## src/rtl/bjack_ctrl.sv

```systemverilog
// Blackjack dealer controller: requests cards, keeps the hard sum and ace flag,
// and finishes each hand with a registered stand or bust verdict.
module bjack_ctrl #(
  parameter int STAND_LIMIT = 17,
  parameter int MAX_CARDS   = 5
) (
  input  logic       CLK,
  input  logic       RST,
  input  logic       START,
  input  logic       CARD_VALID,
  input  logic [3:0] CARD_VALUE,
  output logic       CARD_REQ,
  output logic [5:0] SCORE,
  output logic       STAND,
  output logic       BUST,
  output logic       DONE,
  output logic       ERR
);

  typedef enum logic [1:0] {ST_IDLE, ST_WAIT, ST_EVAL, ST_DONE} state_t;

  localparam logic [5:0] LIMIT = 6'(STAND_LIMIT);
  localparam logic [2:0] MAXC  = 3'(MAX_CARDS);

  state_t     state;
  logic [5:0] hsum;
  logic       ace_seen;
  logic [2:0] cnt;

  logic       val_ok, card_ok, card_bad;
  logic [5:0] hsum_nxt, score_nxt;
  logic       ace_nxt;

  assign val_ok   = (CARD_VALUE != 4'd0) && (CARD_VALUE <= 4'd10);
  assign card_ok  = CARD_REQ && CARD_VALID && val_ok;
  assign card_bad = CARD_REQ && CARD_VALID && !val_ok;

  // SCORE is registered on the accepting edge so EVAL already shows the new total.
  assign hsum_nxt  = hsum + {2'b00, CARD_VALUE};
  assign ace_nxt   = ace_seen | (CARD_VALUE == 4'd1);
  assign score_nxt = (ace_nxt && hsum_nxt <= 6'd11) ? hsum_nxt + 6'd10 : hsum_nxt;

  always_ff @(posedge CLK) begin
    if (RST) begin
      state    <= ST_IDLE;
      hsum     <= '0;
      ace_seen <= 1'b0;
      cnt      <= '0;
      CARD_REQ <= 1'b0;
      SCORE    <= '0;
      STAND    <= 1'b0;
      BUST     <= 1'b0;
      DONE     <= 1'b0;
      ERR      <= 1'b0;
    end else begin
      ERR <= 1'b0;
      case (state)
        ST_IDLE, ST_DONE: begin
          if (START) begin
            state    <= ST_WAIT;
            hsum     <= '0;
            ace_seen <= 1'b0;
            cnt      <= '0;
            SCORE    <= '0;
            STAND    <= 1'b0;
            BUST     <= 1'b0;
            DONE     <= 1'b0;
            CARD_REQ <= 1'b1;
          end
        end
        ST_WAIT: begin
          if (card_ok) begin
            state    <= ST_EVAL;
            hsum     <= hsum_nxt;
            ace_seen <= ace_nxt;
            cnt      <= cnt + 3'd1;
            SCORE    <= score_nxt;
            CARD_REQ <= 1'b0;
          end else if (card_bad) begin
            ERR <= 1'b1;
          end
        end
        ST_EVAL: begin
          if (hsum > 6'd21) begin
            state <= ST_DONE;
            BUST  <= 1'b1;
            DONE  <= 1'b1;
          end else if (SCORE >= LIMIT || cnt == MAXC) begin
            state <= ST_DONE;
            STAND <= 1'b1;
            DONE  <= 1'b1;
          end else begin
            state    <= ST_WAIT;
            CARD_REQ <= 1'b1;
          end
        end
        default: state <= ST_IDLE;
      endcase
    end
  end

endmodule

```

## config.mk

```make
export PLATFORM = sky130hd
export DESIGN_NAME = bjack_ctrl
export DESIGN_NICKNAME = d
export VERILOG_FILES = /design/src/rtl/bjack_ctrl.sv
export SDC_FILE = /design/constraint.sdc
export NUM_CORES = 1
export LEC_CHECK = 0
export CORE_MARGIN = 8
export CORE_UTILIZATION = 57
export DETAILED_ROUTE_END_ITERATION = 10
export GPL_TIMING_DRIVEN = 0
export HOLD_SLACK_MARGIN = 0.05
export PLACE_DENSITY = 0.85
export SYNTH_ARGS = -nofsm -noshare
export SYNTH_HDL_FRONTEND = slang
export SYNTH_SLANG_ARGS = --single-unit
```

## constraint.sdc

```tcl
create_clock -name CLK -period 5.05 [get_ports CLK]
set_input_delay 1.01 -clock CLK [delete_from_list [all_inputs] [get_ports CLK]]
set_output_delay 1.01 -clock CLK [all_outputs]
set_load 0.005 [all_outputs]
```

# --- Word-level counts from Yosys, hierarchy flattened ---
# Cells that the tools add are included.
totals:
  register_bits: 23
  latchBits: 0
  ramBits: 0
  rom_bits: 0
  input_bits: 8
  memories: 0
classes:
  add_sub_neg: 3
  n_mul: 0
  div_mod_pow: 0
  order_cmp: 4
  n_eq_ne: 12
  shift: 0
  mux: 30
  n_bitwise: 2
  n_reduce_logical: 19
ops:
  columns: ["operator", "count"]
  rows:
  - ["6-bit two-way mux", 4]
  - ["6-bit case mux with 2 select lines", 2]
  - ["2-bit inequality test (second input constant)", 6]
  - ["1-bit two-way mux", 11]
  - ["3-bit AND reduction", 3]
  - ["2-bit two-way mux", 4]
  - ["1-bit case mux with 2 select lines", 4]
  - ["4-bit AND reduction", 2]
  - ["6-bit by 4-bit adder with 6-bit output", 1]
  - ["6-bit by 4-bit adder with 6-bit output (second input constant)", 1]
  - ["6-bit by 5-bit >= comparator with 1-bit output (second input constant)", 1]
  - ["6-bit by 5-bit > comparator with 1-bit output (second input constant)", 1]
  - ["6-bit by 4-bit <= comparator with 1-bit output (second input constant)", 1]
  - ["3-bit two-way mux", 2]
  - ["2-bit case mux with 3 select lines", 1]
  - ["3-bit case mux with 2 select lines", 1]
  - ["1-bit logical AND", 5]
  - ["2-bit == test (second input constant)", 2]
  - ["4-bit by 1-bit == test with 1-bit output (second input constant)", 1]
  - ["4-bit <= comparator (second input constant)", 1]
  - ["2-bit nonzero test", 2]
  - ["4-bit nonzero test", 1]
  - ["3-bit by 1-bit adder with 3-bit output (second input constant)", 1]
  - ["3-bit == test (second input constant)", 1]
  - ["other kinds (11)", 11]

# --- Depth between registers and ports, before layout ---
# Gate-level depths: netlist (run 1).
logic_depth:
  word_depth: 6
  depth_mapped: 9

# --- Worst setup path before layout (run 1) ---
# OpenSTA, ideal clock, no wires.
synth_timing:
  path_type: "input -> register"
  start: "input CARD_VALUE[0]"
  end: "register SCORE[2]"
  setup_ps: 118
  arrival_ps: 2589
  required_ps: 4932
  setup_slack_ps: 2343
  path_stages: 8
  path_buffers: 0
  path_cell_list: "ha_1 -> fa_1 -> nand2b_1 -> o311ai_1 -> o21ai_1 -> nand4_1 -> mux2i_1 -> o21ai_1"
synth_via:
  elab_chain_len: 6
synth_rtl:
  columns: ["item", "line", "source"]
  rows:
  - ["from (decl)", "11", "input logic [3:0] CARD_VALUE,"]
  - ["6-bit by 4-bit adder with 6-bit output or 4-bit by 1-bit == test with 1-bit output (tied branches)", "39, 40", null]
  - ["6-bit by 4-bit <= comparator with 1-bit output or 1-bit bitwise OR (tied branches)", "41, 40", null]
  - ["1-bit logical AND", "41", "assign score_nxt = (ace_nxt && hsum_nxt <= 6'd11) ? hsum_nxt + 6'd10 : hsum_nxt;"]
  - ["6-bit two-way mux", "41", null]
  - ["6-bit two-way mux", "72", "if (card_ok) begin"]
  - ["6-bit case mux with 2 select lines", "57", "case (state)"]
  - ["to (signal assigned)", "77", "SCORE <= score_nxt;"]
  - ["to (decl)", "13", "output logic [5:0] SCORE,"]
# Parallel ways exist; a longest one is shown, timed or not. The select of a mux whose other input is x is not followed.
# A chain may end at the register's enable or synchronous reset.

# --- Worst setup path in the final report (run 1) ---
# Ends and elaborated chain as after synthesis.

==> qor.csv, run 1 <==
metric,value,unit
core_area,2191,sq um
dieArea,4079,sq um
clock_latency,0.31,ns
clk_pin_slew_worst_paths,0.11,ns
area_delta_synth_final,18.20,%
synth_flop_cell,dfxtp_1,
setup_viol,0,
path_delay_family,adder cells,
post_cts.repair.setup_buffers,0,
ys_ff_latch,22,
critPathCaptureType,register,
holdCritPathClass,register to register,
cts_tree,done,
synth.net_count,172,
worst-path-buf-inv,1,
grt_use_total,0.1538,
grt_pass1_wl,5188,um
synth_area_leaders,"dfxtp_1, ha_1, nor2_1",
routed_wl,3057,um
clk_path_buf_depth,2,
root_buffer,clkbuf_4,
row_count,17,
n_antenna_cell,0,
cpPeakStageDelay,0.48,ns
ys_warn_count,0,
vias,1217,
gp_congestion,0.8603,
post-route-period-util,0.6142,
grt_overflow_total,0,
crit_path_start_kind,primary input,
drtAntennaViolNets,0,
fin_setup_tns,0,ns
arrival,3.31,ns
initial_core_util,0.5962,
fmax,322.4,MHz
netlist_top_cells_count,"dfxtp_1, nor2_1, nand2_1",
drc,0,
critical_path_class,primary input to register,
die_h,63.87,um
whs,0.4822,ns
required,5.26,ns
power.density,267.2,nW/um^2
path_max_fanout,5,
die-width,63.87,um
report.final.slew_viol_count,0,
path_common_cell,o21ai_1,
rsz0062_at_grt,no,
path_cells,clkdlybuf4s50_1 > ha_1 > fa_1 > nand2b_1 > o311ai_1 > o21ai_1 > nand4_1 > mux2i_1 > o21ai_1,
port_buffers,18,
slew_headroom,0.6932,
seq_area_frac_synth,0.3372,
status,"finished, final reports clean",
worst_pin_slew,0.4572,ns
avgSynthCellArea,8.538,sq um
routedWlPerCell,15.13,um
first_global_vias,1194,
fill_cells,192,
nets,195,
final_layout_size_suffix_gt1_frac,0.06897,
max_cap_viol_count,0,
syn_area,1306,sq um
io_pins,19,
async_reset_ff_frac,0,
syn-instance-count,153,
synth_top_area_share,0.3372,
max-vdd-ir-drop,0.1556,mV
htree_levels,1,
detail_route.iter0.violations,64,
synth.most_common_cell,dfxtp_1,
antenna_found_initial,0,
dp_hpwl,2421,um
numClockSinks,22,
grt_max_degree,12,
finClkSkew,0.009798,ns
p_leak,0.0006247,uW
hold_viol_final,0,
first_pass_iters,5,
cts_hold_buf,0,
cts_resized,0,
synth_cell_type_count,43,
slowest_stage,clkdlybuf4s50_1,
synth-edff-count,0,
cts_buffers,3,
vias_per_cell,6.025,
yosysTopAreaCell,dfxtp_1,
period_needed,3.102,ns
## sequential cells by signal, summed over array words and instances (netlist names)
| name | cells |
|---|---|
| BUST | 1 |
| CARD_REQ | 1 |
| DONE | 1 |
| ERR | 1 |
| SCORE | 6 |
| STAND | 1 |
| ace_seen | 1 |
| cnt | 3 |
| hsum | 5 |
| state | 2 |
## tightest hold or removal path: cells and delay by family (launching register included)
family / cells / cell delay [ns]
DFF: 1 / 0.34
and+or+nand+nor: 1 / 0.05
AOI/OAI and AO/OA: 1 / 0.05
## layout by cell type, fill, tap and decap left out, types with 5 or more instances in the layout
cell type        Yosys  routed
dfxtp_1             22      22
clkdlybuf4s50_1      0      18
nor2_1              15      15
nand2_1             11      11
a21oi_1             10      10
o21ai_1             10      10
ha_1                10      10
o21ai_0              8       8
inv_1                6       6
a21o_1               5       5
nor3_1               5       5
## power breakdown
part | internal (uW) | switching, uW | total, uW
Sequential | 184 | 8.97 | 193
Clock | 27.9 | 52.1 | 80.1
Combinational | 54.1 | 85.3 | 139
Total | 266 | 146 | 413
## through the flow
| step | util | instances | setup WS [ns] | power [uW] | cell area, sq um |
|---|---|---|---|---|---|
| finish | 0.7047 | 202 | 1.948 | 412.6 | 1544 |
| global route | 0.7047 | 202 | 1.776 | 439.0 | 1544 |
| CTS | 0.7047 | 202 | 1.982 | 416.4 | 1544 |
| detailed placement | 0.6945 | 199 | 1.650 | 335.2 | 1521 |
| global placement | 0.6945 | 199 | 1.694 | 327.9 | 1521 |
| floorplan | - | 153 | 2.343 | 287.9 | 1306 |
## kinds of logic (layout without fill, tap and decap cells)
kind of cell	Yosys count	count (layout)	synth area share
fa+ha+maj	11	11	0.1111
mux	3	3	0.02395
buf+inv	11	32	0.03640
xor+xnor	6	6	0.04024
simple gates	50	50	0.2012
flops	22	22	0.3372
compound gates	50	50	0.2500
## path summary, 6_finish.rpt
path | start | end | slack, ns | cells after the start
min reg2reg | SCORE[2] | SCORE[2] | 0.48 | 2
min | SCORE[2] | SCORE[2] | 0.48 | 2
max reg2reg | SCORE[0] | SCORE[2] | 2.78 | 8
max | CARD_VALUE[0] | SCORE[2] | 1.95 | 9
## layout make-up
class,count,area [sq um],area share
plain buffers,5,25.02,0.01621
clock buffers,3,22.52,0.01459
inverters,6,22.52,0.01459
multi-input cells,120,818.3,0.5300
flip-flops and latches,22,440.4,0.2853
well taps,28,35.03,0.02269
repair buffers,18,180.2,0.1167
## routing by layer
layer	global-route usage	up-vias	part of all wire
li1	-	600	-
met1	0.1695	575	0.43
met2	0.2710	37	0.50
met3	0.03833	5	0.049
met4	0.06964	0	0.018
met5	0	-	0
Note: power is estimated with default switching activity, not from simulation.
==> run 2, diff against run 1 <==
CORE_UTILIZATION = 48   (was 57)
PLACE_DENSITY = 0.77   (was 0.85)
clock period = 2.7 ns   (was 5.05 ns; I/O delays follow)
==> qor.csv, run 2 (same netlist as run 1, synthesis figures left out) <==
metric,value,unit,change
status,"finished, final reports clean",,unchanged
p_leak,0.0006325,uW,was 0.0006247 uW
critical_path_class,primary input to register,,unchanged
rsz0062_at_grt,no,,unchanged
setup_viol,0,,unchanged
htree_levels,1,,unchanged
period_needed,2.547,ns,
worst-path-buf-inv,1,,unchanged
cpPeakStageDelay,0.48,ns,about the same
stdcell_area,1575,sq um,was 1544 sq um
whs,0.4818,ns,was 0.4822 ns
die-width,68.17,um,was 63.87 um
cts_buffers,3,,unchanged
fill_cells,249,,was 192
required,2.91,ns,was 5.26 ns
regMostFlops,SCORE,,unchanged
row_count,19,,was 17
power.density,518.0,nW/um^2,was 267.2 nW/um^2
path_cells,clkdlybuf4s50_1 > ha_1 > fa_2 > nand2b_1 > o311ai_2 > o21ai_2 > nand4_1 > mux2i_1 > o21ai_1,,was clkdlybuf4s50_1 > ha_1 > fa_1 > nand2b_1 > o311ai_1 > o21ai_1 > nand4_1 > mux2i_1 > o21ai_1
initial_core_util,0.4906,,was 0.5962
path_max_fanout,5,,unchanged
met2WireLength,1678,um,was 1527 um
dp_hpwl,2602,um,was 2421 um
dieArea,4646,sq um,was 4079 sq um
fin_cells,206,,was 202
finClkSkew,0.009104,ns,was 0.009798 ns
crit_path_start_kind,primary input,,unchanged
dr_wl_met3,169,um,was 150 um
n_antenna_cell,0,,unchanged
largest_reg_flops,6,,unchanged
hold_viol_final,0,,unchanged
drc,0,,unchanged
port_buffers,18,,unchanged
grt_overflow_total,0,,unchanged
routedWlPerCell,16.19,um,was 15.13 um
vias_per_cell,6.010,,was 6.025
holdCritPathClass,register to register,,unchanged
core_area,2663,sq um,was 2191 sq um
first_global_vias,1256,,"was 1,194"
final_layout_size_suffix_gt1_frac,0.09143,,was 0.06897
max_cap_viol_count,0,,unchanged
fin_setup_tns,0,ns,unchanged
multi_input_area,832.0,sq um,was 818.3 sq um
regArea,440.4,sq um,unchanged
slew_headroom,0.6880,,was 0.6932
cts_tree,done,,unchanged
numClockSinks,22,,unchanged
wl_met1,1436,um,was 1324 um
worst_pin_slew,0.4649,ns,was 0.4572 ns
grt_max_degree,13,,was 12
critPathCaptureType,register,,unchanged
report.final.slew_viol_count,0,,unchanged
slowest_stage,clkdlybuf4s50_1,,unchanged
final_cell_mix,"dfxtp_1, clkdlybuf4s50_1, nor2_1, nand2_1",,unchanged
vias,1238,,"was 1,217"
drtAntennaViolNets,0,,unchanged
area_delta_synth_final,20.59,%,was 18.20%
post-route-period-util,0.9432,,
antenna_found_initial,0,,unchanged
path_delay_family,adder cells,,unchanged
nets,195,,unchanged
top_layer_used,met4,,unchanged
clock_latency,0.31,ns,about the same
io_pins,19,,unchanged
arrival,2.75,ns,was 3.31 ns
routed_wl,3335,um,was 3057 um
max-vdd-ir-drop,0.3792,mV,was 0.1556 mV
clk_pin_slew_worst_paths,0.12,ns,was 0.11 ns
top_regs,"SCORE x6, hsum x5, cnt x3",,unchanged
root_buffer,clkbuf_4,,unchanged
gp_congestion,0.9274,,was 0.8603
fmax,392.7,MHz,
die_h,68.17,um,was 63.87 um
detail_route.iter0.violations,89,,was 64
placedCellCount,202,,was 199
layout_commonest_cell,dfxtp_1,,unchanged
grt_pass1_wl,5658,um,was 5188 um
clk_path_buf_depth,2,,unchanged
first_pass_iters,4,,was 5
grt_use_total,0.1538,,about the same
placed_area,1525,sq um,was 1521 sq um
run 2: final timing paths:
kind	start	end	slack [ns]	cells after the start
hold reg to reg	cnt[1]	cnt[1]	0.48	2
setup reg to reg	SCORE[0]	SCORE[2]	0.51	8
hold / removal	cnt[1]	cnt[1]	0.48	2
setup / recovery	CARD_VALUE[0]	SCORE[2]	0.15	9
run 2: report_power, final:
group          switching [uW]  internal, uW
logic                     163           102
clock network             106          82.4
registers                17.5           345
total                     287           529
run 2: stage by stage:
| step | worst slack [ns] | total power, uW | utilization |
|---|---|---|---|
| after CTS | 0.05858 | 815.5 | 0.5865 |
| after global routing | 0.01607 | 862.6 | 0.5916 |
| after global placement | -0.1725 | 613.6 | 0.5728 |
| after detailed placement | -0.2727 | 630.3 | 0.5728 |
| after floorplan | 0.4631 | 538.5 | - |
| final | 0.1534 | 816.0 | 0.5916 |
run 2: cell type report:
type / count / area share
Timing Repair Buffer: 18 / 0.1144
Buffer: 5 / 0.01589
Inverter: 6 / 0.01430
Clock buffer: 4 / 0.02303
Tap cell: 31 / 0.02462
Sequential cell: 22 / 0.2796
Multi-Input combinational cell: 120 / 0.5282
run 2: worst register-to-register path, stage by stage (launching register included):
cell	delay, ns
dfxtp_1	0.39
ha_1	0.25
fa_2	0.40
nand2b_1	0.18
o311ai_2	0.28
o21ai_2	0.13
nand4_1	0.17
mux2i_1	0.20
o21ai_1	0.08
run 2: per-layer routing:
layer  track usage  vias to the layer above
li1              -                      598
met1        0.1718                      596
met2        0.2837                       38
met3       0.03601                        6
met4       0.04092                        0
met5             0                        -
run 2: what timing repair did:
item                                    in CTS  in global routing
resized for setup                            0                  3
buffers inserted                             0                  0
endpoints found under the setup margin       0                  3
hold buffers                                 0                  0
==> run 3, diff against run 2 <==
CORE_UTILIZATION = 53   (was 48)
PLACE_DENSITY = 0.8   (was 0.77)
clock period = 2.8 ns   (was 2.7 ns; I/O delays follow)
==> qor.csv, run 3 (same netlist as run 1, synthesis figures left out) <==
metric,value,unit,change
status,"finished, final reports clean",,unchanged
whs,0.4867,ns,was 0.4818 ns
dieArea,4309,sq um,was 4646 sq um
initial_core_util,0.5421,,was 0.4906
dp_hpwl,2424,um,was 2602 um
first_global_vias,1122,,"was 1,256"
rr_endpoint,SCORE[2],,unchanged
io_pins,19,,unchanged
regMostFlops,SCORE,,unchanged
die_h,65.65,um,was 68.17 um
final_util,0.6475,,was 0.5916
post-route-period-util,0.9400,,
numClockSinks,22,,unchanged
grt_overflow_total,0,,unchanged
clk_path_buf_depth,2,,unchanged
reg2reg_slack,0.57,ns,was 0.51 ns
p_leak,0.0006318,uW,was 0.0006325 uW
drtAntennaViolNets,0,,unchanged
top_regs,"SCORE x6, hsum x5, cnt x3",,unchanged
gp_congestion,0.9277,,was 0.9274
crit_path_start_kind,primary input,,unchanged
holdPathEnd,SCORE[2],,was cnt[1]
multi_input_area,818.3,sq um,was 832.0 sq um
routedWlPerCell,15.12,um,was 16.19 um
n_antenna_cell,0,,unchanged
power.density,500.9,nW/um^2,was 518.0 nW/um^2
routed_wl,3100,um,was 3335 um
layout_commonest_cell,dfxtp_1,,unchanged
final_layout_size_suffix_gt1_frac,0.07429,,was 0.09143
grt_use_total,0.1486,,was 0.1538
fmax,380.0,MHz,
htree_levels,1,,unchanged
arrival,2.85,ns,was 2.75 ns
drc,0,,unchanged
max-vdd-ir-drop,0.4339,mV,was 0.3792 mV
fill_cells,220,,was 249
path_max_fanout,5,,unchanged
period_needed,2.632,ns,
area_delta_synth_final,19.44,%,was 20.59%
slew_headroom,0.6873,,was 0.6880
clock_latency,0.32,ns,was 0.31 ns
clk_pin_slew_worst_paths,0.12,ns,about the same
hold_viol_final,0,,unchanged
root_buffer,clkbuf_4,,unchanged
cts_hold_buf,0,,unchanged
rsz0062_at_grt,no,,unchanged
vias,1201,,"was 1,238"
first_pass_iters,4,,unchanged
antenna_found_initial,0,,unchanged
detail_route.iter0.violations,84,,was 89
grt_max_degree,13,,unchanged
core_area,2410,sq um,was 2663 sq um
fin_setup_tns,0,ns,unchanged
largest_reg_flops,6,,unchanged
vias_per_cell,5.859,,was 6.010
cts_buffers,3,,unchanged
worst-r2r-cell-count,8,,unchanged
r2r_start,SCORE[0],,unchanged
required,3.02,ns,was 2.91 ns
min_path_cells,2,,unchanged
critical_path_class,primary input to register,,unchanged
row_count,18,,was 19
finClkSkew,0.007845,ns,was 0.009104 ns
die-width,65.65,um,was 68.17 um
setup_viol,0,,unchanged
min_from,SCORE[2],,was cnt[1]
cts_resized,0,,unchanged
max_cap_viol_count,0,,unchanged
fin_cells,205,,was 206
report.final.slew_viol_count,0,,unchanged
post_cts.repair.setup_buffers,0,,unchanged
placedCellCount,201,,was 202
final_cell_mix,"dfxtp_1, clkdlybuf4s50_1, nor2_1, nand2_1",,unchanged
regArea,440.4,sq um,unchanged
critPathCaptureType,register,,unchanged
nets,195,,unchanged
worst_pin_slew,0.4641,ns,was 0.4649 ns
grt_pass1_wl,5147,um,was 5658 um
port_buffers,18,,unchanged
holdCritPathClass,register to register,,unchanged
cts_tree,done,,unchanged
## run 3: cell counts in the layout (fill, tap and decap cells not counted)
Identical to the previous run, type by type.
## run 3: layer usage
layer	wire [um]	part of all wire	GRT usage
met1	1453	0.47	0.1820
met5	0	0	0
met4	26	0.0084	0.04905
met2	1382	0.45	0.2387
met3	238	0.077	0.04762
## run 3: per-stage QoR
step	total power, uW	worst slack, ns	instance area, sq um
after floorplan	519.3	0.5431	1306
after global routing	831.2	0.04103	1560
after global placement	594.3	-0.1085	1524
after CTS	784.0	0.1642	1560
after detailed placement	602.7	-0.1779	1524
final	781.6	0.1681	1560
## run 3: worst max path at each step
stage | start | to | slack, ns
2_1_floorplan | CARD_VALUE[0] | SCORE[2] | 0.54
4_1_cts | CARD_VALUE[0] | SCORE[2] | 0.16
3_5_place_dp | CARD_VALUE[0] | SCORE[2] | -0.18
6_report | CARD_VALUE[0] | SCORE[2] | 0.17
3_3_place_gp | CARD_VALUE[0] | SCORE[2] | -0.11
5_1_grt | CARD_VALUE[0] | SCORE[2] | 0.04
## run 3: final cells by class
| type | instances | share of cell area |
|---|---|---|
| multi-input cells | 120 | 0.5245 |
| inverters | 6 | 0.01443 |
| well taps | 30 | 0.02406 |
| plain buffers | 5 | 0.01604 |
| clock buffers | 4 | 0.02326 |
| repair buffers | 18 | 0.1155 |
| flip-flops and latches | 22 | 0.2823 |
## run 3: critical path: stages
cell	delay (ns)
clkdlybuf4s50_1	0.48
ha_1	0.28
fa_1	0.45
nand2b_1	0.19
o311ai_1	0.25
o21ai_1	0.16
nand4_1	0.19
mux2i_1	0.22
o21ai_1	0.07
## run 3: where the power goes
| group | switching (uW) | leakage (uW) | internal [uW] |
|---|---|---|---|
| Sequential | 17.7 | 0.000178 | 332 |
| Clock | 103 | 0.0000210 | 79.7 |
| Combinational | 152 | 0.000433 | 97.0 |
| Total | 273 | 0.000632 | 509 |
